--- src/rtl/fetch_stage.sv ---
// Instruction fetch stage: PC register, single-outstanding instruction
// memory handshake and the IF/ID pipeline register. Handles hazard-unit
// stalls, branch/jump redirects from ID and wrong-path flushing.
module fetch_stage #(
  parameter logic [31:0] RESET_PC  = 32'h0000_0000,
  parameter logic [31:0] NOP_INSTR = 32'h0000_0000
) (
  input  logic        clk,
  input  logic        rst_n,
  input  logic        pc_if_write_i,
  input  logic        redirect_i,
  input  logic [31:0] redirect_target_i,
  output logic        imem_req_o,
  output logic [31:0] imem_addr_o,
  input  logic        imem_ready_i,
  input  logic [31:0] imem_rdata_i,
  output logic [31:0] pc_id_o,
  output logic [31:0] pc_plus4_id_o,
  output logic [31:0] instr_id_o,
  output logic        valid_id_o
);

  // IDLE: one cycle after reset; REQ: request outstanding at pc;
  // HOLD: response captured in buf while ID is stalled;
  // DROP: waiting out a wrong-path response before fetching pend_pc.
  typedef enum logic [1:0] {S_IDLE, S_REQ, S_HOLD, S_DROP} state_e;

  state_e      state_q, state_d;
  logic [31:0] pc_q, pc_d;
  logic [31:0] pend_pc_q, pend_pc_d;
  logic [31:0] buf_q, buf_d;
  logic [31:0] pc_id_q, pc_id_d;
  logic [31:0] pc_plus4_id_q, pc_plus4_id_d;
  logic [31:0] instr_id_q, instr_id_d;
  logic        valid_id_q, valid_id_d;

  logic [31:0] target_aligned;
  logic [31:0] pc_plus4;
  logic        unused_target_lsbs;

  // Targets are word aligned; the two low bits are dropped on purpose.
  assign target_aligned     = {redirect_target_i[31:2], 2'b00};
  assign unused_target_lsbs = ^redirect_target_i[1:0];
  assign pc_plus4           = pc_q + 32'd4;  // wraps modulo 2^32

  assign imem_req_o    = (state_q == S_REQ) || (state_q == S_DROP);
  assign imem_addr_o   = pc_q;
  assign pc_id_o       = pc_id_q;
  assign pc_plus4_id_o = pc_plus4_id_q;
  assign instr_id_o    = instr_id_q;
  assign valid_id_o    = valid_id_q;

  // Next-state, PC and IF/ID update logic.
  always_comb begin
    // NOTE: every signal gets its hold value first so no path leaves one unassigned (no latches).
    state_d       = state_q;
    pc_d          = pc_q;
    pend_pc_d     = pend_pc_q;
    buf_d         = buf_q;
    pc_id_d       = pc_id_q;
    pc_plus4_id_d = pc_plus4_id_q;
    instr_id_d    = instr_id_q;
    valid_id_d    = valid_id_q;

    unique case (state_q)
      S_IDLE: state_d = S_REQ;

      S_REQ: begin
        if (redirect_i) begin
          // Wrong-path instruction in IF/ID is squashed regardless of stall.
          valid_id_d = 1'b0;
          instr_id_d = NOP_INSTR;
          if (imem_ready_i) begin
            pc_d = target_aligned;
          end else begin
            pend_pc_d = target_aligned;
            state_d   = S_DROP;
          end
        end else if (imem_ready_i) begin
          if (pc_if_write_i) begin
            pc_id_d       = pc_q;
            pc_plus4_id_d = pc_plus4;
            instr_id_d    = imem_rdata_i;
            valid_id_d    = 1'b1;
            pc_d          = pc_plus4;
          end else begin
            buf_d   = imem_rdata_i;
            state_d = S_HOLD;
          end
        end else if (pc_if_write_i) begin
          valid_id_d = 1'b0;
          instr_id_d = NOP_INSTR;
        end
      end

      S_HOLD: begin
        if (redirect_i) begin
          pc_d       = target_aligned;
          valid_id_d = 1'b0;
          instr_id_d = NOP_INSTR;
          state_d    = S_REQ;
        end else if (pc_if_write_i) begin
          pc_id_d       = pc_q;
          pc_plus4_id_d = pc_plus4;
          instr_id_d    = buf_q;
          valid_id_d    = 1'b1;
          pc_d          = pc_plus4;
          state_d       = S_REQ;
        end
      end

      S_DROP: begin
        // Latest redirect wins, including one arriving with the stale response.
        if (redirect_i) pend_pc_d = target_aligned;
        if (imem_ready_i) begin
          pc_d    = redirect_i ? target_aligned : pend_pc_q;
          state_d = S_REQ;
        end
        if (pc_if_write_i) begin
          valid_id_d = 1'b0;
          instr_id_d = NOP_INSTR;
        end
      end

      default: state_d = S_IDLE;
    endcase
  end

  // State and pipeline registers with asynchronous reset.
  always_ff @(posedge clk or negedge rst_n) begin
    if (!rst_n) begin
      state_q       <= S_IDLE;
      pc_q          <= RESET_PC;
      pend_pc_q     <= '0;
      buf_q         <= '0;
      pc_id_q       <= '0;
      pc_plus4_id_q <= '0;
      instr_id_q    <= NOP_INSTR;
      valid_id_q    <= 1'b0;
    end else begin
      // NOTE: non-blocking assignments so all registers update together from pre-edge values.
      state_q       <= state_d;
      pc_q          <= pc_d;
      pend_pc_q     <= pend_pc_d;
      buf_q         <= buf_d;
      pc_id_q       <= pc_id_d;
      pc_plus4_id_q <= pc_plus4_id_d;
      instr_id_q    <= instr_id_d;
      valid_id_q    <= valid_id_d;
    end
  end

endmodule

--- config.mk ---
export PLATFORM = sky130hd
export DESIGN_NAME = fetch_stage
export DESIGN_NICKNAME = d
export VERILOG_FILES = /design/src/rtl/fetch_stage.sv
export SDC_FILE = /design/constraint.sdc
export NUM_CORES = 1
export LEC_CHECK = 0
export BUFFER_PORTS_ARGS = -buffer_cell sky130_fd_sc_hd__buf_2
export CORE_UTILIZATION = 30
export CTS_BUF_LIST = sky130_fd_sc_hd__clkbuf_4 sky130_fd_sc_hd__clkbuf_8
export CTS_CLUSTER_DIAMETER = 200
export DETAILED_ROUTE_END_ITERATION = 10
export MAX_ROUTING_LAYER = met4
export PLACE_DENSITY_LB_ADDON = 0.12
export SLEW_MARGIN = 0
export SYNTH_ARGS = -nofsm -noshare
export SYNTH_HDL_FRONTEND = slang
export SYNTH_SLANG_ARGS = --single-unit
--- constraint.sdc ---
create_clock -name clk -period 3.82 [get_ports clk]
set_input_delay 0.191 -clock clk [delete_from_list [all_inputs] [get_ports clk]]
set_output_delay 0.191 -clock clk [all_outputs]
set_load 0.02 [all_outputs]
**Word level (Yosys, flattened, before mapping)**

Cells that the tools add are included.

- $add $sub $neg: 1
- Equality and inequality tests: 14
- Multiplexer cells: 42
- Bitwise gates (word level): 2
- Reduce and logical (&&, ||, !) cells: 11

Operator list:

| kind | count |
|---|---|
| two-way mux 32 bit | 23 |
| case mux 32 bit (2 select lines) | 3 |
| case mux 32 bit (3 select lines) | 2 |
| adder 32 x 3 -> 32 bit (second input constant) | 1 |
| two-way mux 2 bit | 7 |
| != test 2 bit (second input constant) | 6 |
| != test 3 bit (second input constant) | 4 |
| AND reduction 3 bit | 3 |
| case mux 2 bit (4 select lines) | 1 |
| AND reduction 4 bit | 2 |
| two-way mux 1 bit | 5 |
| AND reduction 5 bit | 1 |
| equality test 2 bit (second input constant) | 2 |
| != test 4 bit (second input constant) | 1 |
| nonzero test 2 bit | 2 |
| case mux 1 bit (3 select lines) | 1 |
| nonzero test 3 bit | 1 |
| equality test 2 x 1 -> 1 bit (second input constant) | 1 |
| zero test 2 bit | 1 |
| NOT 1 bit | 2 |
| logical OR 1 bit | 1 |

- Bits in registers: 195
- Input bits: 69
- Output and inout bits: 130
- Word-level logic and storage cells: 78

**Depth between registers and ports, before layout**

- Word-level depth: 5
- Mapped depth: 8
- Gate-level depth less buffers: 6

**Worst setup path before layout**

Ideal clock, no wire load.

- Kind: register -> register
- From: reg pc_q[2] (netlist: imem_addr_o[2])
- To: reg pc_q[28] (netlist: imem_addr_o[28])
- Library setup time: 0.126 ns
- Arrival time: 1.919 ns
- Data required time: 3.694 ns
- Slack: 1.776 ns
- Stages on the path, launching flop included: 7
- Path buffers: 0
- Period minus slack after synthesis: 2.044 ns
- Path through: dfrtp_1 > ha_1 > nand3_1 > nand2b_1 > nor3_1 > o21ai_0 > a221o_1

- Word-level cells in the longest chain between the ends: 5
- Elaborated cells between the ends (all ways): 6
- Those cells by class: 1 x add/sub; 5 x mux

Ends and longest elaborated chain:

| element | RTL line | RTL |
|---|---|---|
| start: declaration | 29 | `logic [31:0] pc_q, pc_d;` |
| start signal: assignment | 143 | `pc_q <= pc_d;` |
| adder 32 x 3 -> 32 bit (*) | 44 | `assign pc_plus4 = pc_q + 32'd4;` |
| two-way mux 32 bit (*) | 80, 102 |  |
| two-way mux 32 bit | 79 | `end else if (imem_ready_i) begin` |
| two-way mux 32 bit | 69 | `if (redirect_i) begin` |
| case mux 32 bit (3 select lines) (*) | 65 | `unique case (state_q)` |

Every way passes the cells marked *; elsewhere a longest branch is shown, timed or not. The select of a mux whose other input is x is not followed.
A chain may end at the register's enable or synchronous reset.

**Worst setup path after layout**

- From: reg state_q[1]
- To: reg pc_q[17] (netlist: imem_addr_o[17])

- Word-level cells in the longest chain between the ends: 3
- Elaborated cells between the ends (all ways): 8
- Those cells by class: 5 x eq/ne; 1 x mux; 2 x reduce/logical

Ends and longest elaborated chain:

| element | RTL line | RTL |
|---|---|---|
| start: declaration | 28 | `state_e state_q, state_d;` |
| start signal: assignment | 142 | `state_q <= state_d;` |
| equality test 2 x 1 -> 1 bit or equality test 2 bit (tied branches) | 65 |  |
| != test 2 bit (no source line) or nonzero test 3 bit (tied branches) | - |  |
| AND reduction 3 bit (no source line) | - |  |

Several ways; a longest one is shown, not always the timed one.

==> impl_metrics.ini <==
[cts]
clock_latency_ns = 0.48
htree_num_levels = 4
cts_root_buf = clkbuf_8
ctsResizeCount = 0
cts_buffers = 17
clockBufferDepth = 2
worst_setup_hold_path_clk_slew_ns = 0.10
clock-sinks = 193
cts_tree = yes

[synth]
synthArstFlopShare = 1.00
synth.yosys.seq_area_share = 0.542
synth_edf_count = 0
syn_avg_cell_area_um2 = 9.97
netlist_area_um2 = 8900
synth_flop_cell = dfrtp_1
synthesis.instances = 893
synth-seq-cells = 193
ys_types = 51
yosysWarnings = 0
synth_nets = 963

[setup_path]
rr_worst_depth = 7
r2r_slack_ns = 1.31
regToRegEndpoint = imem_addr_o[17]
cp-startpoint = state_q[1]
required_ns = 4.16
cp_cell_sequence = nand2_1, buf_4, nand2b_1, buf_4, a21oi_1, o21ai_0, o21ai_0
crit_type = reg2reg
worstPathArrival_ns = 2.85
cpMaxStageDelayCell = nand2b_1
worst_setup_path_start_kind = flop
crit_end = imem_addr_o[17]
cp_slowest_stage_delay_ns = 0.83
r2r-start = state_q[1]
critPathMaxFanout = 26
critPathCaptureType = flop

[placed_design]
io_buffers = 196
gp_congestion = 0.822
hpwl_um = 18000
place_ws_ns = 1.29

[sta]
setup-tns-final_ns = 0
setup_viol = 0
clock_skew_ns = 0.0296
slew_headroom = 0.227
fmax_ghz = 0.399
period_share = 0.656
hold_viol = 0
final.min_clock_period_ns = 2.51
worst_pin_slew_ns = 1.16
final_max_slew_viol_count = 0
fin_ws_ns = 1.31
rsz0062_at_grt = no

[routing]
vias = 7227
drtAntennaViolNets = 0
wl_um = 26400
firstDrtPassIters = 4
wl_per_cell_um = 17.5
drt_iter0_drc = 344
avgViaCountPerCell = 4.78
route.detailed.drc = 0

[layout]
drive_gt1_frac = 0.283
area_delta_synth_final_pct = 26.4
layout.nets = 1182

[die]
die_x_um = 174
std_cell_rows = 62
die_h_um = 174
dieArea_um2 = 30400
io_pins = 199
initial_core_util = 0.308
core_area_um2 = 28900

[global_routing]
gr-max-usage-layer = met2
grt.overflow.total = 0
antenna_found_initial = 2
grt.total_usage = 0.183
grt_max_degree = 100
met2_usage = 0.287
grt_pass1_wl_um = 41800
globalRouteMet3Util = 0.0381
gr-usage-met1 = 0.243
grt_pass1_vias = 7202

[pwr]
power.total_mw = 5.95
p_leak_nw = 5.19
ir_drop_v = 0.000203
p_per_area_nw_per_um2 = 529

[run_status]
status = finished clean

[job]
cap_violations = 0

[hold_path]
hold_class = in2reg
[worst max-delay path, delay by kind of cell (launching register included)]
kind                   cells  cell delay (ns)
flip-flops                 1             0.67
AO/OA/AOI/OAI              3             0.30
AND/OR/NAND/NOR            2             0.92
buffers and inverters      2             0.49
[layout by cell type, fill, tap and decap left out, types with 3 or more instances in the layout]
cell,synthesis,final
a21oi_1,35,35
a221o_1,7,7
a221oi_1,3,3
a22oi_1,35,35
and2_1,8,8
and3_1,6,6
and4_1,5,5
buf_2,15,195
buf_4,6,17
clkbuf_8,0,18
clkinv_8,0,7
dfrtp_1,193,193
dlygate4sd3_1,0,63
inv_1,7,7
inv_6,0,3
inv_8,0,3
mux2_2,60,60
mux2i_1,3,3
nand2_1,193,193
nand2b_1,4,3
nand3_1,13,13
nand3b_1,6,6
nand4_1,8,8
nor2_1,27,27
nor3_1,9,8
nor3b_1,11,11
o211ai_1,3,3
o21ai_0,107,106
o22ai_1,6,6
o31a_1,9,9
xnor2_1,19,19
xor2_1,9,9
[layout make-up]
type / count / area (um^2)
Clock inverter: 15 / 188
Antenna cell: 2 / 5.00
Inverter: 7 / 26.3
Clock buffer: 17 / 234
Multi-Input combinational cell: 616 / 3720
Tap cell: 384 / 480
Timing Repair Buffer: 277 / 1770
Fill cell: 2952 / 17700
Sequential cell: 193 / 4830
[report_power, final]
group	switching, mW	total, mW	internal, mW	leakage, nW
Combinational	1.01	1.67	0.653	2.56
Sequential	0.387	2.88	2.50	2.42
Clock	0.891	1.40	0.507	0.210
Total	2.29	5.95	3.66	5.19
[synthesized netlist by cell type, types with 9 or more instances]
cell type  count  share of area
o21ai_0      107          0.060
xnor2_1       19          0.019
buf_2         15         0.0084
xor2_1         9         0.0089
nand2_1      193          0.081
nand3_1       13         0.0073
nor3_1         9         0.0051
a21oi_1       35          0.020
dfrtp_1      193           0.54
nor3b_1       11         0.0093
nor2_1        27          0.011
o31a_1         9         0.0089
clkbuf_1      51          0.022
a22oi_1       35          0.030
mux2_2        60          0.076
[stage by stage]
step	cells	util	hold WS [ns]	area [um^2]
after floorplan	893	-	-0.105	8900
after global placement	1414	0.352	0.368	10200
after detailed placement	1414	0.352	0.364	10200
after CTS	1509	0.389	0.0765	11300
after global routing	1511	0.389	0.116	11300
final	1511	0.389	0.0988	11300
[worst min-delay path by stage]
stage | from | to | slack, ns | cells past startpoint
after detailed placement | rst_n | pc_plus4_id_o[2] | 0.36 | 1
after floorplan | rst_n | buf_q[0] | -0.10 | 0
after global routing | pc_if_write_i | state_q[0] | 0.12 | 3
after global placement | rst_n | pc_plus4_id_o[2] | 0.37 | 1
after CTS | pc_if_write_i | state_q[0] | 0.08 | 3
final | pc_if_write_i | state_q[0] | 0.1 | 3
[layer usage]
layer / wire length [um] / vias to the layer above
met1: 12600 / 3522
met4: 295 / 0
met2: 12400 / 147
met5: 0 / -
li1: - / 3544
met3: 1140 / 14
[state kept, by name, indices dropped and copies added (netlist names)]
signal,flops
pc_plus4_id_o,32
imem_addr_o,32
pc_id_o,30
pend_pc_q,32
valid_id_o,1
buf_q,32
instr_id_o,32
state_q,2
[what timing repair did]
item                                    CTS  global route
endpoints found under the setup margin    0             0
buffers inserted                          0             0
hold endpoints to repair                176             0
hold buffers                             63             0
[logic make-up (layout without fill, tap and decap cells)]
| family | count (synthesis) | count (layout) | share of synthesized area |
|---|---|---|---|
| compound gates | 219 | 219 | 0.149 |
| other cells | 0 | 2 | 0 |
| simple gates | 303 | 303 | 0.155 |
| fa+ha+maj | 1 | 1 | 0.00141 |
| buf+inv | 84 | 316 | 0.0422 |
| xor+xnor | 28 | 28 | 0.0275 |
| flops | 193 | 193 | 0.542 |
| mux | 65 | 65 | 0.0818 |
Note: power is estimated with default switching activity, not from simulation.
